**src/rtl/fft_ctrl_pkg.sv**
```systemverilog
// Shared types and legacy timing constants
// for the FFT stage control blocks.
package fft_ctrl_pkg;

    typedef enum logic {
        ST_IDLE,
        ST_RUN
    } ctrl_state_e;

    localparam int FAC8_PERIOD = 16;
    localparam int FAC8_VSTART = 8;
    localparam int FAC8_VEND   = 15;

endpackage

```
**src/rtl/ctrl_fft_valid_win.sv**
```systemverilog
// Frame counter with a registered valid window
// for the FFT stage and twiddle datapaths.
module ctrl_fft_valid_win
    import fft_ctrl_pkg::*;
#(
    parameter  int PERIOD      = FAC8_PERIOD,
    parameter  int VALID_START = FAC8_VSTART,
    parameter  int VALID_END   = FAC8_VEND,
    parameter  int FRM_WIDTH   = 8,
    localparam int CNT_WIDTH   = $clog2(PERIOD)
) (
    input  logic                 clk,
    input  logic                 rstn,
    input  logic                 en,
    input  logic [FRM_WIDTH-1:0] num_frames,
    input  logic                 abort,
    output logic                 busy,
    output logic [CNT_WIDTH-1:0] cnt_o,
    output logic                 valid_o,
    output logic [CNT_WIDTH-1:0] valid_idx,
    output logic [FRM_WIDTH-1:0] frame_idx,
    output logic                 frame_done
);

    localparam logic [CNT_WIDTH-1:0] CNT_LAST = CNT_WIDTH'(PERIOD - 1);
    localparam logic [CNT_WIDTH-1:0] CNT_ONE  = CNT_WIDTH'(1);
    localparam logic [FRM_WIDTH-1:0] FRM_ONE  = FRM_WIDTH'(1);
    localparam logic [31:0]          VS32     = 32'(VALID_START);
    localparam logic [31:0]          VE32     = 32'(VALID_END);

    if (PERIOD < 2) begin : g_bad_period
        $error("ctrl_fft_valid_win: PERIOD must be >= 2");
    end
    if (VALID_START < 0 || VALID_START > VALID_END) begin : g_bad_start
        $error("ctrl_fft_valid_win: need 0 <= VALID_START <= VALID_END");
    end
    if (VALID_END >= PERIOD) begin : g_bad_end
        $error("ctrl_fft_valid_win: need VALID_END < PERIOD");
    end
    if (FRM_WIDTH < 1) begin : g_bad_frm
        $error("ctrl_fft_valid_win: FRM_WIDTH must be >= 1");
    end

    ctrl_state_e            state_q, state_d;
    logic [CNT_WIDTH-1:0]   cnt_q, cnt_d;
    logic [FRM_WIDTH-1:0]   frm_q, frm_d;
    logic [FRM_WIDTH-1:0]   nfr_q, nfr_d;
    logic                   valid_q, valid_d;
    logic [CNT_WIDTH-1:0]   vidx_q, vidx_d;
    logic                   done_q, done_d;
    logic                   last_frm;
    logic [31:0]            cnt_ext;

    // Count zero means free-run, so it never matches as the last frame.
    assign last_frm = (nfr_q != '0) && (frm_q == nfr_q - FRM_ONE);

    // Next state and counters; abort overrides everything.
    always_comb begin
        state_d = state_q;
        cnt_d   = cnt_q;
        frm_d   = frm_q;
        nfr_d   = nfr_q;
        if (abort) begin
            state_d = ST_IDLE;
            cnt_d   = '0;
            frm_d   = '0;
        end else begin
            unique case (state_q)
                ST_IDLE: begin
                    if (en) begin
                        state_d = ST_RUN;
                        cnt_d   = '0;
                        frm_d   = '0;
                        nfr_d   = num_frames;
                    end
                end
                ST_RUN: begin
                    if (cnt_q == CNT_LAST) begin
                        cnt_d = '0;
                        if (last_frm) begin
                            frm_d = '0;
                            if (en) begin
                                nfr_d = num_frames;
                            end else begin
                                state_d = ST_IDLE;
                            end
                        end else begin
                            frm_d = frm_q + FRM_ONE;
                        end
                    end else begin
                        cnt_d = cnt_q + CNT_ONE;
                    end
                end
                default: begin
                    state_d = ST_IDLE;
                end
            endcase
        end
    end

    // Strobes derive from the next count so they line up with cnt_o.
    always_comb begin
        cnt_ext = 32'(cnt_d);
        valid_d = (state_d == ST_RUN) && (cnt_ext >= VS32) && (cnt_ext <= VE32);
        vidx_d  = valid_d ? CNT_WIDTH'(cnt_ext - VS32) : '0;
        done_d  = (state_d == ST_RUN) && (cnt_d == CNT_LAST);
    end

    // State and counter registers.
    always_ff @(posedge clk or negedge rstn) begin
        if (!rstn) begin
            state_q <= ST_IDLE;
            cnt_q   <= '0;
            frm_q   <= '0;
            nfr_q   <= '0;
        end else begin
            state_q <= state_d;
            cnt_q   <= cnt_d;
            frm_q   <= frm_d;
            nfr_q   <= nfr_d;
        end
    end

    // Registered window strobe, index and frame-end pulse.
    always_ff @(posedge clk or negedge rstn) begin
        if (!rstn) begin
            valid_q <= 1'b0;
            vidx_q  <= '0;
            done_q  <= 1'b0;
        end else begin
            valid_q <= valid_d;
            vidx_q  <= vidx_d;
            done_q  <= done_d;
        end
    end

    assign busy       = (state_q == ST_RUN);
    assign cnt_o      = cnt_q;
    assign frame_idx  = frm_q;
    assign valid_o    = valid_q;
    assign valid_idx  = vidx_q;
    assign frame_done = done_q;

endmodule
```
**config.mk**
```make
export PLATFORM = sky130hd
export DESIGN_NAME = ctrl_fft_valid_win
export DESIGN_NICKNAME = d
export VERILOG_FILES = /design/src/rtl/fft_ctrl_pkg.sv /design/src/rtl/ctrl_fft_valid_win.sv
export SDC_FILE = /design/constraint.sdc
export NUM_CORES = 1
export LEC_CHECK = 0
export CORE_ASPECT_RATIO = 0.7
export CORE_MARGIN = 3
export CORE_UTILIZATION = 45
export DETAILED_ROUTE_END_ITERATION = 6
export PLACE_DENSITY = 0.72
export SLEW_MARGIN = 20
export SYNTH_ARGS = -nofsm -noshare
export SYNTH_HDL_FRONTEND = slang
export SYNTH_SLANG_ARGS = --single-unit
```
**constraint.sdc**
```tcl
create_clock -name clk -period 2.5 [get_ports clk]
set_clock_uncertainty 0.15 [all_clocks]
set_input_delay 0.5 -clock clk [delete_from_list [all_inputs] [get_ports clk]]
set_output_delay 0.5 -clock clk [all_outputs]
set_load 0.05 [all_outputs]
```
==> results.md, run 1 <==
* Maximum clock frequency at about 400 MHz
* Residual DRC at 0
* Final Critical Period at 2470 ps
* Root buf cell: clkbuf_8
* Non-filler cells, final at 224
* CTS tree: yes
* Largest fanout on the critical path at 8
* Vias per cell at 5.35
* DP HPWL at ~2.4 mm
* Clk slew on worst S/H paths at roughly 90 ps
* Crit-path cells: inv_2, ha_4, or3b_4, xnor2_2, o21a_1, o22ai_2, o2111ai_2, a21oi_4, buf_12, mux2_4
* Combinational Power Share at 0.328
* GRT busiest layer: met2
* Nature of the critical path endpoint: flip-flop
* Total CTS buffers at 3
* Fill cells at 210
* Int Power at approximately 800 uW
* #FFs+latches synth at 27
* Reg2Reg Setup Slack at 30 ps
* Die area at about 0.004 mm2
* Ys async rst share at 1.00
* Placed instance area at ~0.0019 mm2
* LEAKAGE at just over 0.9 nW
* Initial drt markers at 71
* Slew headroom at 0.660
* Ys Warns at 0
* Synth unique cells at 35
* Actual slew at the worst max-slew pin at 508 ps
* Clk sinks at 27
* WP data required at 2510 ps
* Hold Startpoint: nfr_q[7]
* Tcrit/Tclk final at 0.989
* Hold Crit Endpoint: nfr_q[7]
* Post-synth top area share at 0.472
* Cts hold-fix bufs at 0
* Rows at 16
* Top FF cell, synth: dfrtp_1
* Met3 usage at 0.0417
* Design Area, Final at 0.00204 mm2
* CP peak stage delay at 410 ps
* H-tree depth at 1
* Peak VDD IR at 0.342 mV
* Slew Viols, Final at 0
* Pwr Total at 1.14 mW
* Layout cell share with drive strength beyond 1 at 0.239
* Hold Fails Final Rpt at 0
* Sw Ratio at 0.296
* Reg2reg path depth at 10
* EDFF count, synth at 0
* Worst skew pair latency at 270 ps
* Top cells by area, synth: dfrtp_1 (47%), mux2_2 (7.9%), xnor2_1 (4.9%)
* Largest net degree at the start of global routing at 28
* Top Ports at 31
* Crit path from: nfr_q[0]
* Clock power frac at 0.219
* Total Routed Length at 3.24 mm
* Max-Cap Viols at 0
* Kind of critical path: reg -> reg
* Slowest CP cell: dfrtp_1
* Worst r2r src: nfr_q[0]
* Pwr per Cell Area at 556 mW/mm2
* Worst Hold Depth at 1
* Post-Syn Area at between 0.001 and 0.0015 mm2
* Startpoint Class: flip-flop
* Drt pass-1 iters at 4
* Post-synthesis sequential area ratio at 0.472
* Port Buffer Count at 30
* Initial Util at 0.489
* Outcome: finished, final reports clean
* Grt ovf at 0
* Nets at 204
* # diodes at 0
* Vias in the first global route at ~1200
* Syn Area/Cell at 10.5 um2
* M1 GR Usage at 0.267
* Setup violators final at 0
* Final ANT Viol Nets at 0
* Syn-to-layout area delta at 42.7%
* Fin util at 0.698
* Arrival time worst endpoint at 2480 ps
* Clock Path Buffers at 2
* Via count at 1198
* Worst R2R End: nfr_q[7]
* Post-Route Hold Slack at 431 ps
* Die span in y at between 50 and 60 um
* GRT met2 Usage at 0.273
* Hold Path Class: reg -> reg
* GRT Util Overall at 0.181
* Register share of total power at 0.452
* RePlAce Congestion at 0.784
* Routed WL per cell at 14.5 um
* Core ar. at ~0.0029 mm2
* Post-Syn Nets at 151
* RSZ-0062 raised after global routing: yes
* Synth area leader: dfrtp_1
* Dpl cells at 214
* Antenna violations before repair at 0
* Die Wd at 73.4 um
* Sw Pwr at approximately 340 uW
* First-pass GRT wire length at 5.33 mm
* Post-synthesis instance total at 136
## worst max-delay path, delay by kind of cell (launching register included)
| kind | cells | cell delay (ps) |
|---|---|---|
| multiplexers | 1 | 300 |
| flip-flops | 1 | 410 |
| AO/OA/AOI/OAI | 4 | 600 |
| XOR/XNOR | 1 | 140 |
| AND/OR/NAND/NOR | 1 | 390 |
| buffers and inverters | 2 | 230 |
| adder cells (fa/ha/maj) | 1 | 130 |
## sequential cells by signal, summed over array words and instances, names as in the netlist
name	cells
busy	1
cnt_o	4
nfr_q	8
frame_idx	8
frame_done	1
valid_idx	4
valid_o	1
## what timing repair did
item / 4_1_cts / 5_1_grt
pin swaps: 1 / 2
buffers inserted: 4 / 2
resized for setup: 5 / 3
endpoints found under the setup margin: 9 / 12
## Yosys cell counts, drive strengths merged (2+ instances only)
master	number
and3	4
a22o	4
nand2	8
a21oi	3
inv	5
a31oi	3
a22oi	2
mux2i	2
o21ai	2
nand3b	2
nor2b	4
nand3	8
mux2	10
o211ai	2
or3b	2
xor2	5
nor3	7
ha	3
xnor2	8
nor2	13
clkbuf	2
dfrtp	27
## layout by cell type (no fill, tap or decap), drive strengths merged
| cell type | synthesis | layout |
|---|---|---|
| clkdlybuf4s50 | 0 | 30 |
| o211ai | 2 | 2 |
| inv | 5 | 5 |
| o22ai | 1 | 1 |
| xor2 | 5 | 5 |
| dfrtp | 27 | 27 |
| mux2i | 2 | 2 |
| and3 | 4 | 4 |
| buf | 0 | 20 |
| o2111ai | 1 | 1 |
| or3 | 1 | 1 |
| nor3 | 7 | 7 |
| mux2 | 10 | 10 |
| or3b | 2 | 2 |
| conb | 1 | 1 |
| nand2 | 8 | 8 |
| a211o | 1 | 1 |
| a31oi | 3 | 3 |
| o21a | 1 | 1 |
| and2 | 1 | 1 |
| a21o | 1 | 1 |
| nand3b | 2 | 2 |
| clkinvlp | 0 | 1 |
| nand3 | 8 | 8 |
| clkbuf | 2 | 3 |
| a22o | 4 | 4 |
| xnor2 | 8 | 8 |
| nand4b | 1 | 1 |
| nor2 | 13 | 13 |
| ha | 3 | 3 |
| nand2b | 1 | 1 |
| nor2b | 4 | 4 |
| a21oi | 3 | 3 |
| o21ai | 2 | 2 |
| a22oi | 2 | 2 |
## routing by layer
| layer | wire [um] | vias to the layer above |
|---|---|---|
| met5 | 0 | - |
| met4 | 8 | 0 |
| met3 | 178 | 2 |
| met2 | 1410 | 30 |
| met1 | 1650 | 585 |
| li1 | - | 581 |
## power by group through the flow
stage / logic [mW] / clock network (mW) / registers [mW]
global placement: 0.312 / 0 / 0.515
detailed placement: 0.320 / 0 / 0.517
global route: 0.404 / 0.269 / 0.519
finish: 0.373 / 0.249 / 0.514
floorplan: 0.176 / 0 / 0.538
CTS: 0.353 / 0.254 / 0.511
## worst max-delay path by stage
stage,cells after the start,endpoint,slack [ps]
finish,10,nfr_q[7],30
floorplan,9,nfr_q[5],-100
detailed placement,10,frame_idx[0],-50
global route,8,nfr_q[4],-130
CTS,10,nfr_q[7],-30
global placement,10,frame_idx[0],4
## layout make-up
cell class	count	area, um2	share of cell area
multi-input cells	102	790	0.387
flip-flops and latches	27	676	0.331
repair buffers	50	463	0.227
well taps	36	45.0	0.0221
clock buffers	3	41.3	0.0202
inverters	5	18.8	0.00920
clock inverters	1	7.51	0.00368
## stage by stage
step,setup slack (ps),setup TNS [ps]
finish,27.9,0
global route,-129,-1080
CTS,-28.5,-157
detailed placement,-50.6,-116
global placement,3.94,0
floorplan,-100,-800
## cell families after synthesis
family                     Yosys count  synth area share
and+or+nand+nor                     52             0.185
DFF                                 27             0.472
AOI/OAI and AO/OA                   21             0.115
xor gates and xnor gates            13            0.0796
muxes                               12            0.0927
buffers and inverters                7            0.0254
adders and majority gates            3            0.0262
other                                1           0.00262
No activity file was read; power rests on OpenSTA's default activity.
==> run 2: changes to the inputs <==
--- a/config.mk
+++ b/config.mk
@@ -9,6 +9,7 @@
 export CORE_MARGIN = 3
 export CORE_UTILIZATION = 45
 export DETAILED_ROUTE_END_ITERATION = 6
+export GPL_ROUTABILITY_DRIVEN = 0
 export PLACE_DENSITY = 0.72
 export SLEW_MARGIN = 20
 export SYNTH_ARGS = -nofsm -noshare
==> results of run 2 <==
Same layout as run 1: the final DEF is identical, and so are final timing and power.
